[config.mk]
export PLATFORM = sky130hd
export DESIGN_NAME = uart_fifo
export DESIGN_NICKNAME = d
export VERILOG_FILES = /design/src/rtl/uart_fifo.sv
export SDC_FILE = /design/constraint.sdc
export NUM_CORES = 1
export LEC_CHECK = 0
export ABC_CLOCK_PERIOD_IN_PS = 6000
export CORE_MARGIN = 2
export CORE_UTILIZATION = 61
export DETAILED_ROUTE_END_ITERATION = 8
export DONT_BUFFER_PORTS = 1
export PLACE_DENSITY_LB_ADDON = 0.3
export RECOVER_POWER = 100
export SETUP_SLACK_MARGIN = 0.1
export SLEW_MARGIN = 25
export SYNTH_ARGS = -nofsm -noshare
export SYNTH_HDL_FRONTEND = slang
export SYNTH_SLANG_ARGS = --single-unit
export TNS_END_PERCENT = 100
[constraint.sdc]
create_clock -name clk_i -period 6 [get_ports clk_i]
set_input_delay 0.9 -clock clk_i [delete_from_list [all_inputs] [get_ports clk_i]]
set_output_delay 0.9 -clock clk_i [all_outputs]
set_load 0.02 [all_outputs]
[src/rtl/uart_fifo.sv]
// Ready/valid byte FIFO between the UART and the ALU paths, with first-word fall-through.
// Optional UART_FIFO_BYPASS_EN: an empty FIFO forwards valid_i/data_i straight to the read side.
module uart_fifo #(
  parameter int width_p = 8,
  parameter int depth_p = 16
) (
  input  logic                         clk_i,
  input  logic                         reset_ni,
  input  logic                         valid_i,
  input  logic [width_p-1:0]           data_i,
  output logic                         ready_o,
  output logic                         valid_o,
  output logic [width_p-1:0]           data_o,
  input  logic                         ready_i,
  output logic [$clog2(depth_p+1)-1:0] count_o
);

  localparam int PTR_W = $clog2(depth_p);
  localparam int CNT_W = $clog2(depth_p + 1);
  localparam logic [PTR_W-1:0] PTR_LAST = PTR_W'(depth_p - 1);
  localparam logic [CNT_W-1:0] CNT_FULL = CNT_W'(depth_p);
  localparam logic [CNT_W-1:0] CNT_ZERO = {CNT_W{1'b0}};
  localparam logic [PTR_W-1:0] PTR_ZERO = {PTR_W{1'b0}};

  logic [width_p-1:0] mem_r [depth_p];
  logic [PTR_W-1:0]   wr_ptr_r, rd_ptr_r;
  logic [PTR_W-1:0]   wr_ptr_next_s, rd_ptr_next_s;
  logic [CNT_W-1:0]   count_r, count_next_s;
  logic               ready_r, valid_r;
  logic               bypass_s, pass_s, push_s, pop_s, wr_en_s, rd_en_s;

  // Handshake decode, read-side outputs and next-state computation.
  always_comb begin
`ifdef UART_FIFO_BYPASS_EN
    bypass_s = (count_r == CNT_ZERO) & valid_i & ready_r;
    data_o   = bypass_s ? data_i : mem_r[rd_ptr_r];
`else
    bypass_s = 1'b0;
    data_o   = mem_r[rd_ptr_r];
`endif
    valid_o = valid_r | bypass_s;
    push_s  = valid_i & ready_r;
    pop_s   = valid_o & ready_i;
    // A word consumed straight from data_i never touches storage.
    pass_s  = bypass_s & ready_i;
    wr_en_s = push_s & ~pass_s;
    rd_en_s = pop_s & ~pass_s;

    case ({wr_en_s, rd_en_s})
      2'b10:   count_next_s = count_r + CNT_W'(1);
      2'b01:   count_next_s = count_r - CNT_W'(1);
      default: count_next_s = count_r;
    endcase

    if (wr_en_s) begin
      wr_ptr_next_s = (wr_ptr_r == PTR_LAST) ? PTR_ZERO : wr_ptr_r + PTR_W'(1);
    end else begin
      wr_ptr_next_s = wr_ptr_r;
    end

    if (rd_en_s) begin
      rd_ptr_next_s = (rd_ptr_r == PTR_LAST) ? PTR_ZERO : rd_ptr_r + PTR_W'(1);
    end else begin
      rd_ptr_next_s = rd_ptr_r;
    end
  end

  // Pointer, occupancy and registered flag state.
  always_ff @(posedge clk_i or negedge reset_ni) begin
    if (!reset_ni) begin
      wr_ptr_r <= PTR_ZERO;
      rd_ptr_r <= PTR_ZERO;
      count_r  <= CNT_ZERO;
      ready_r  <= 1'b0;
      valid_r  <= 1'b0;
    end else begin
      wr_ptr_r <= wr_ptr_next_s;
      rd_ptr_r <= rd_ptr_next_s;
      count_r  <= count_next_s;
      ready_r  <= (count_next_s != CNT_FULL);
      valid_r  <= (count_next_s != CNT_ZERO);
    end
  end

  // Storage array, intentionally without reset.
  always_ff @(posedge clk_i) begin
    if (wr_en_s) begin
      mem_r[wr_ptr_r] <= data_i;
    end
  end

  assign ready_o = ready_r;
  assign count_o = count_r;

endmodule

==> key figures <==
STA
  – RSZ-0062 raised after global routing: no
  – Post-route setup TNS: 0 ns
  – Setup-failing EPs final: 0
  – Final hold vios: 0
  – Final Max Tran Viols: 37
  – Slew HR: -0.2286
  – Final WS setup: 1.796 ns
  – Worst slew pin tran: 1.843 ns
  – Fmax: 0.2379 GHz
  – Final period utilization: 0.7006
  – Final min period: 4.204 ns
  – Clk_skew: 0.01097 ns

Routing
  – ANT nets after route: 0
  – Detailed Routing Iterations Pass 1: 5
  – DRT iter0 DRCs: 222
  – Routed vias: 2975
  – DRC viols: 0
  – Vias per cell: 6.185
  – Wire per inst: 22.80 um
  – Routed WL: 10970 um

Power
  – Leakage power total: 2.164 nW
  – Worst vdd ir: 251.2 uV
  – P per Cell Area: 493.5 nW/um2

Final layout
  – Layout cells sized above 1: 0.2126
  – Final nets: 355
  – ANT cells: 0
  – P&R area growth vs syn: 9.923%
  – # fillers: 593

CTS
  – Reg clk slew, reported paths: 0.06 ns
  – CTS tree: done
  – Post_cts resized: 0
  – # hold bufs at CTS: 0
  – TritonCTS Buffers: 17
  – Clock sink total: 143
  – Max Root-Sink Buffers: 2
  – CTS root buffer: clkbuf_8
  – Post-CTS setup buffer count: 0
  – H-tree levels: 4
  – Clk Latency, worst-skew pair: 0.52 ns

Synthesis
  – Yosys warnings: 0
  – FFs w/ async S/R, synth: 0.1049
  – Top post-synthesis cells by area: edfxtp_1 (64%), mux4_2 (12%), dfrtp_1 (6.2%)
  – Synth Instances: 332
  – Register area share after synthesis: 0.7015
  – Mapped cell area: 6015 um2
  – Yosys top cell by area: edfxtp_1
  – Most frequent cell after synthesis: edfxtp_1
  – Synthesized area per cell: 18.12 um2
  – Synth top area share: 0.6391
  – Post-synth top cells: edfxtp_1 (128), mux4_2 (32), dfrtp_1 (15), a21oi_1 (14), and2_1 (13)
  – FF+latch count, synth: 143
  – Cell variety after synth: 48
  – Number of enable flip-flop cells after synthesis: 128
  – Synth Flop Type: edfxtp_1
  – Mapped Nets: 351

Setup path
  – Top delay family on crit path: buffers and inverters
  – Worst-path fanout max: 36
  – CP Data Required Time: 5.10 ns
  – Crit-path cells: clkbuf_1 > mux4_2 > mux2i_1 > a21oi_1
  – Critical path startpoint category: flip-flop
  – Worst setup EP type: primary output
  – Critical Path Max Stage Delay: 1.32 ns
  – CP max-delay cell: clkbuf_1
  – CP Buf/Inv Count: 1
  – CP arrival: 3.30 ns
  – Critical path type: reg -> out

Global route
  – First-pass GRT wire length: 16650 um
  – GR Overflow Total: 0
  – Largest net degree at the start of global routing: 37
  – Total Routing Usage GR: 0.2259
  – GR Util met1: 0.2895
  – Met2 usage: 0.3631
  – GR peak layer: met2
  – Vias in the first global route: 2993
  – Grt met3 use: 0.06720
  – Initial antenna violation count: 0

Die
  – Width of the chip: 103.3 um
  – # IOs: 27
  – Core Area: 9684 um2
  – Initial Utilization: 0.6211
  – Chip height: 103.3 um
  – Row cnt: 36
  – Die area: 10670 um2

Outcome
  – Violated checks: capacitance limit, slew limit
  – Status: finished, violations left

Hold path
  – Hold WC Path Type: in -> async

Placement
  – DPL Wire Length: 6761 um
  – Place WS: 2.817 ns
  – Port Buffers: 0
  – Placer Congestion: 0.8436

Flow run
  – Max Cap Viol: 1
-- worst paths after layout --
| check | cells after the start | endpoint | start | slack [ns] |
|---|---|---|---|---|
| max in group asynchronous | 0 | rd_ptr_r[0] | reset_ni | 5.85 |
| hold reg to reg | 1 | wr_ptr_r[2] | wr_ptr_r[2] | 0.56 |
| min in group clk_i | 0 | mem_r[10][3] | data_i[3] | 0.47 |
| hold / removal | 0 | ready_o | reset_ni | 0.06 |
| setup / recovery | 4 | data_o[7] | rd_ptr_r[1] | 1.80 |
| setup reg to reg | 11 | ready_o | ready_o | 2.62 |
-- power breakdown --
part | total (W) | leakage [nW] | switching (W) | internal (W)
registers | 0.00139 | 1.33 | 0.000167 | 0.00122
clock network | 0.000962 | 0.255 | 0.000379 | 0.000583
logic | 0.000916 | 0.581 | 0.000501 | 0.000415
total | 0.00326 | 2.16 | 0.00105 | 0.00222
-- stage by stage --
step                      instances  power [W]  hold slack (ns)    util  instance area (um2)
after floorplan                 332   0.002155           0.4999       -                 6015
after global placement          450   0.002299           0.5421  0.6291                 6092
after detailed placement        450   0.002323           0.5421  0.6291                 6092
after CTS                       481   0.003288          0.04691  0.6851                 6635
after global routing            481   0.003407          0.04025  0.6827                 6611
final                           481   0.003263          0.06377  0.6827                 6611
-- cell usage in the layout (no fill, tap or decap), types with 6 or more instances in the layout --
cell	netlist	layout
a21oi_1	14	15
nand2_1	11	11
nor2b_1	10	10
dfrtp_1	15	14
mux4_2	32	32
a211oi_1	8	8
clkbuf_16	0	16
edfxtp_1	128	128
nor2_1	7	7
ha_1	7	7
mux2i_1	8	8
and2_0	0	13
xnor2_1	6	6
-- flip-flops by register name (all words and copies together), names as in the netlist --
signal	count
mem_r	128
count_o	5
rd_ptr_r	4
wr_ptr_r	4
ready_o	1
valid_o	1
-- cell families after synthesis --
group,count (synthesis),synth area share
AO/OA/AOI/OAI,40,0.04660
XOR/XNOR,9,0.01311
adder cells (fa/ha/maj),7,0.01456
buffers and inverters,24,0.02288
flip-flops,143,0.7015
multiplexers,41,0.1350
AND/OR/NAND/NOR,68,0.06636
-- final cells by class --
class	instances	area, um2	share of cell area
sequential	143	4220	0.6383
clock buffer	19	421.7	0.06378
timing repair buffer	3	18.77	0.002839
multi-input combinational	165	1639	0.2479
tap	133	166.4	0.02517
clock inverter	12	121.4	0.01836
inverter	6	23.77	0.003596
-- metal layers --
metal,wire [um],vias up,part of all wire
li1,-,1323,-
met1,4358,1519,0.40
met2,5636,118,0.51
met3,808,15,0.074
met4,165,0,0.015
met5,0,-,0
(Power assumes the default switching activity.)
